--- src/rtl/pipe_decode_stage.sv ---
// pipe_decode_stage: instruction decode stage with a REG_N x DATA_W register
// file, ready/valid handshakes on both sides and a registered output bundle.
// Optional feature: define DECODE_FWD_EN to bypass a same-cycle writeback into
// the operands. Without it, a read-after-write hit stalls the stage for one cycle.
module pipe_decode_stage #(
   parameter int DATA_W = 16,
   parameter int PC_W   = 12,
   parameter int REG_N  = 16,
   localparam int AW    = $clog2(REG_N)
) (
   input  logic              clk,
   input  logic              reset,
   input  logic              in_valid,
   output logic              in_ready,
   input  logic [15:0]       inst,
   input  logic [PC_W-1:0]   pc,
   input  logic              imm_sel,
   input  logic              is_branch,
   input  logic              wb_en,
   input  logic [AW-1:0]     wb_addr,
   input  logic [DATA_W-1:0] wb_data,
   input  logic              flush,
   output logic              out_valid,
   input  logic              out_ready,
   output logic [3:0]        out_opcode,
   output logic [AW-1:0]     out_dest,
   output logic [AW-1:0]     out_src1,
   output logic [AW-1:0]     out_src2,
   output logic [DATA_W-1:0] out_data1,
   output logic [DATA_W-1:0] out_data2,
   output logic              out_branch,
   output logic [PC_W-1:0]   out_pc_branch
);

   logic [DATA_W-1:0] regFile [REG_N];
   logic [AW-1:0]     src1Addr;
   logic [AW-1:0]     src2Addr;
   logic [AW-1:0]     destAddr;
   logic [DATA_W-1:0] operand1;
   logic [DATA_W-1:0] operand2;
   logic [PC_W-1:0]   branchTarget;
   logic              wbLive;
   logic              stall;
   logic              accept;

   // Register fields use only their low AW bits; wider field bits are ignored.
   assign src1Addr = inst[8 +: AW];
   assign src2Addr = inst[4 +: AW];
   assign destAddr = inst[0 +: AW];

   // Writes to register 0 are dropped, so it never takes part in hazards.
   assign wbLive = wb_en && (wb_addr != '0);

`ifdef DECODE_FWD_EN
   // Forwarding covers every same-cycle hit, so the stage never stalls.
   assign stall = 1'b0;
`else
   logic wbHit;
   logic stallQ;

   // An immediate operand replaces src2, so only src1 can hit in that case.
   assign wbHit = wbLive && ((wb_addr == src1Addr) || (!imm_sel && (wb_addr == src2Addr)));
   assign stall = in_valid && wbHit && !stallQ;

   // Remember the stall so the retried instruction is accepted the next cycle.
   always_ff @(posedge clk or negedge reset) begin
      if (!reset) begin
         stallQ <= 1'b0;
      end else begin
         // NOTE: state is updated with non-blocking assignments so every flop samples pre-edge values.
         stallQ <= stall;
      end
   end
`endif

   assign in_ready = reset && (!out_valid || out_ready) && !stall && !flush;
   assign accept   = in_valid && in_ready;

   // Operand selection: register read, optional bypass, immediate override.
   always_comb begin
      // NOTE: defaults first so no path through the block leaves a latch.
      operand1 = (src1Addr == '0) ? '0 : regFile[src1Addr];
      operand2 = (src2Addr == '0) ? '0 : regFile[src2Addr];
`ifdef DECODE_FWD_EN
      if (wbLive && (wb_addr == src1Addr)) operand1 = wb_data;
      if (wbLive && (wb_addr == src2Addr)) operand2 = wb_data;
`endif
      if (imm_sel) operand2 = DATA_W'(inst[7:0]);
   end

   // Branch target wraps modulo 2^PC_W; non-branches carry a zero target.
   assign branchTarget = is_branch ? (pc + PC_W'($signed(inst[3:0]))) : '0;

   // Register file write port; register 0 is never written.
   always_ff @(posedge clk or negedge reset) begin
      if (!reset) begin
         // NOTE: the register file is plain flops and must read as zero after reset, so it is cleared here.
         for (int i = 0; i < REG_N; i++) regFile[i] <= '0;
      end else if (wbLive) begin
         regFile[wb_addr] <= wb_data;
      end
   end

   // Output bundle: loads on accept, holds otherwise; flush drops the valid.
   always_ff @(posedge clk or negedge reset) begin
      if (!reset) begin
         out_valid     <= 1'b0;
         out_opcode    <= '0;
         out_dest      <= '0;
         out_src1      <= '0;
         out_src2      <= '0;
         out_data1     <= '0;
         out_data2     <= '0;
         out_branch    <= 1'b0;
         out_pc_branch <= '0;
      end else begin
         if (flush)          out_valid <= 1'b0;
         else if (accept)    out_valid <= 1'b1;
         else if (out_ready) out_valid <= 1'b0;

         if (accept) begin
            out_opcode    <= inst[15:12];
            out_dest      <= destAddr;
            out_src1      <= src1Addr;
            out_src2      <= src2Addr;
            out_data1     <= operand1;
            out_data2     <= operand2;
            out_branch    <= is_branch;
            out_pc_branch <= branchTarget;
         end
      end
   end

endmodule

--- config.mk ---
export PLATFORM = sky130hd
export DESIGN_NAME = pipe_decode_stage
export DESIGN_NICKNAME = d
export VERILOG_FILES = /design/src/rtl/pipe_decode_stage.sv
export SDC_FILE = /design/constraint.sdc
export NUM_CORES = 1
export LEC_CHECK = 0
export BUFFER_PORTS_ARGS = -buffer_cell sky130_fd_sc_hd__buf_4
export CAP_MARGIN = 40
export CELL_PAD_IN_SITES_DETAIL_PLACEMENT = 2
export CELL_PAD_IN_SITES_GLOBAL_PLACEMENT = 2
export CORE_MARGIN = 2
export CORE_UTILIZATION = 40
export DETAILED_ROUTE_END_ITERATION = 16
export PLACE_DENSITY = 0.8
export SYNTH_ARGS = -nofsm -noshare
export SYNTH_HDL_FRONTEND = slang
export SYNTH_SLANG_ARGS = --single-unit
export TNS_END_PERCENT = 1
--- constraint.sdc ---
create_clock -name clk -period 4 [get_ports clk]
set_input_delay 0.4 -clock clk [delete_from_list [all_inputs] [get_ports clk]]
set_output_delay 0.4 -clock clk [all_outputs]
set_load 0.01 [all_outputs]
# After elaboration in Yosys (flattened, before gate mapping)
# Index checks and enable logic that the tools add are counted.
# Widths: inputs -> output; s select.
[word_totals] latch_bits=0 output_inout_bits=63 word_cells=73 in_bits=56 n_memories=0 mem_bits_rw=0 rom_bits=0 reg_bits=319
[classes] n_reduce_logical=21 eq_ne=2 order_cmp=4 n_addsub=1 n_mux=16 n_div=0 shift=0 n_mul=0 n_bitwise=3
[ops] op="$bwmux 256" n=1
[ops] op="$bmux 16 s4" n=2
[ops] op="$mux 16" n=8
[ops] op="$demux 16 s4" n=1
[ops] op="$ge 5x5->1 const B" n=3
[ops] op="$not 4->5" n=3
[ops] op="$add 12x12->12" n=1
[ops] op="$mux 12" n=1
[ops] op="$logic_and 1x1->1" n=10
[ops] op="$eq 4x4->1" n=2
[ops] op="$logic_not 4->1" n=2
[ops] op="$logic_not 1->1" n=5
[ops] op="$lt 5x1->1 const B" n=1
[ops] op="$reduce_bool 4->1" n=1
[ops] op="$mux 1" n=3
[ops] op="$reduce_bool 3->1" n=1
[ops] op="$logic_or 1x1->1" n=2

# Longest topological paths before layout
[depth] ltp_word=12 mapped_depth=10 ltp_nobuf=9

# Least setup slack after synthesis
# No wires, ideal clock.
[synth_path] path_kind="input to register" from="input port inst[4]" to="register out_data2[1]" setup_slack_ns=1.850 n_path_buf=3 stages=8 required_time_ns=3.865 setup_ns=0.135 arrival_ns=2.015 path_cell_list="buf_2 > buf_4 > buf_2 > mux4_2 > mux2i_1 > nor2_1 > a211oi_1 > o21ai_0"
[synth_via] elab_chain_len=10 elab_cells_between_ends=17 classes_between="1 x eq/ne; 5 x mux; 1 x bitwise; 10 x reduce/logical"
[synth_lines] element="start, declared" line_no="15" rtl="input logic [15:0] inst,"
[synth_lines] element="branches (longest 10 deep; another with $bmux 16 s4)"
[synth_lines] element="end signal, assigned" line_no="127" rtl="out_data2 <= operand2;"
[synth_lines] element="end, declared" line_no="30" rtl="output logic [DATA_W-1:0] out_data2,"
# Parallel ways; which one is timed is not known. The select of a mux whose other input is x is not followed.
# A chain may end at the register's enable or synchronous reset.

# Worst setup path in the final report
[layout_path] from="input port reset" to="register out_data1[8]"
[layout_via] elab_chain_len=4
[layout_lines] element="start, declared" line_no="12" rtl="input logic reset,"
[layout_lines] element="$logic_and 1x1->1 (3 in a row)" line_no="76" rtl="assign in_ready = reset && (!out_valid || out_ready) && !stall && !flush;"
[layout_lines] element="$logic_and 1x1->1" line_no="77" rtl="assign accept = in_valid && in_ready;"
[layout_lines] element="end signal, assigned" line_no="126" rtl="out_data1 <= operand1;"
[layout_lines] element="end, declared" line_no="29" rtl="output logic [DATA_W-1:0] out_data1,"
# No other way between the ends.

==> results.toml <==
[sta]
setup_viol = 0
rsz0062_at_grt = "no"
hold_viol_final = 0
slew_viol_final = 0
fin_setup_tns_ps = 0
fin_crit_sh_pct = 64.3
fin_ws_ps = 1430
maxSlewHeadroom_pct = 30.1
max_freq_ghz = 0.389
skew_ps = 30.2
worstMarginPinSlew_ps = 1050
min_period_ps = 2570

[global_routing]
grt.overflow.total = 0
met2_usage_pct = 45.6
antenna_found_initial = 1
grt_pass1_vias = 12317
grt.busiest_layer = "met2"
grt_max_degree = 178
grt_usage_pct = 27.1
use_met3_pct = 5.34
grt_pass1_wl_um = 84100
grt_use_met1_pct = 34.2

[power]
peakVddDrop_mv = 0.272
power.density_nw_per_um2 = 554
p_leak_nw = 8.25

[finish]
fill_cells = 3779
regArea_sq_um = 7980
final_layout_size_suffix_gt1_share_pct = 53.1
final_cell_area_sq_um = 19200
multi_input_area_sq_um = 7930
utilization_pct = 47.1
area_growth_pct = 16.6
nNetsFinal = 1254

[hold_path]
hold_end = "out_valid"
min_path_cells = 2
hp-class = "in2reg"
hp-start = "flush"

[place]
dpl-instance-area_sq_um = 17900
place_ws_ps = 1190
hpwlAfterDp_um = 33900
gp_congestion = 0.766
port_buffers = 118

[logic_synthesis]
yosys.cell_types.count = 57
netlist_instances = 1105
synth_seq_cells = 319
ys.flop_type = "dfrtp_1"
synth_warnings = 0
synth_edf_count = 0
netlist_area_sq_um = 16500
async_reset_ff_share_pct = 100
syn_nets = 1173
avgSynthCellArea_sq_um = 14.9
yosysSeqAreaShare_pct = 48.5

[clocking]
worstSkewPairLatency_ps = 550
cts.sinks = 319
cts-root-buf = "clkbuf_16"
cts_buffers = 36
cts_resized = 0
clock_tree.buffer_depth = 3
htree_num_levels = 2
cts_tree = "done"
cts.reportedPaths.clkPinSlew_ps = 60

[floorplanning]
dieHeight_um = 207
initial_utilization_pct = 40.4
core.rowCount = 74
die_w_um = 207
core_area_sq_um = 40700
num_io_pins = 119
die_area_sq_um = 42800

[job]
cap_violations = 0

[setup_path]
path_max_fanout = 35
timing_worst_setup_path_type = "in2reg"
worst_ep_required_time_ps = 4430
timing.rr.end = "out_data1[8]"
start_kind = "primary input"
worst_ep_arrival_time_ps = 3000
r2r_slack_ps = 1720
reg2reg_depth = 6
r2r_start = "out_valid"
worst_setup_path_end_kind = "flip-flop"

[route]
drtPass1Iterations = 6
route.detailed.drc = 0
ant_nets = 0
drt_iter0_drc = 812
via_per_inst = 6.17
vias = 10765
wire_per_inst_um = 32.2
wl_um = 56200

[run_status]
status = "completed"
where the power goes:
part | total [mW] | switching [mW] | leakage (nW) | internal, mW
clock | 3.57 | 1.43 | 0.630 | 2.15
sequential | 4.60 | 0.664 | 3.97 | 3.94
combinational | 2.46 | 1.06 | 3.65 | 1.40
cells in the final DEF (no fill, tap or decap), types with 11 or more instances in the layout:
master and count:
nand2_1 55, ha_1 11, mux4_2 152, o21ai_0 36, buf_4 138, dfrtp_1 319
mux2_2 255, inv_1 30, clkbuf_16 38, xnor2_1 11
state kept, by name, summed over array words and instances (netlist names):
signal         count
out_src2           4
out_dest           4
regFile          256
out_src1           4
stallQ             1
out_data2         16
out_valid          1
out_opcode         4
out_branch         1
out_pc_branch     12
out_data1         16
kinds of logic (layout without fill, tap and decap cells):
family,Yosys count,in the layout,synth area share [%]
buf+inv,136,244,3.65
flops,319,319,48.5
other cells,0,1,0
compound gates,91,91,3.84
fa+ha+maj,12,12,0.958
mux,417,417,38.9
simple gates,115,115,3.40
xor+xnor,15,15,0.798
area by class of cell:
type,instances,share of cell area [%]
Antenna cell,1,0.0130
Clock buffer,49,5.59
Clock inverter,16,1.06
Inverter,31,0.606
Multi-Input combinational cell,650,41.3
Sequential cell,319,41.6
Tap cell,532,3.47
Timing Repair Buffer,148,6.37
per-layer routing:
layer,routed length [um],up-vias
met5,13,-
met4,2460,2
met3,3760,151
met2,28000,499
met1,21900,5784
li1,-,4329
critical path: stages:
cell,delay (ps)
dlygate4sd3_1,560
buf_8,280
and3b_1,310
and2b_2,210
nand3_1,550
buf_8,390
o21ai_0,260
Yosys cell counts, types with 10 or more instances:
cell	count	share of area, %
inv_1	30	0.68
ha_1	11	0.84
xnor2_1	11	0.59
mux2i_1	10	0.61
nor2_1	19	0.43
buf_2	34	1.0
mux2_2	255	17
clkbuf_1	55	1.3
nand2_1	55	1.3
dfrtp_1	319	49
mux4_2	152	21
o21ai_0	36	1.1
stage by stage:
stage / hold slack (ps) / std cells / total power, mW
global placement: 285 / 1676 / 6.71
finish: 87.6 / 1746 / 10.6
detailed placement: 289 / 1679 / 6.96
CTS: 69.9 / 1745 / 10.7
floorplan: 104 / 1105 / 5.93
global route: 89.7 / 1745 / 11.1
what timing repair did:
item | in CTS | in global routing
buffers inserted | 0 | 0
hold endpoints to repair | 32 | 0
hold buffers | 1 | 0
worst max-delay path by stage:
stage,slack (ps),cells after the start,to,from
2_1_floorplan,1850,8,out_data2[1],inst[4]
3_3_place_gp,990,7,out_data1[9],inst[4]
3_5_place_dp,1190,8,out_data1[9],wb_addr[1]
4_1_cts,1460,7,out_data1[8],reset
5_1_grt,1340,7,out_data1[8],reset
6_report,1430,7,out_data1[8],reset
No activity file was read; power rests on OpenSTA's default activity.
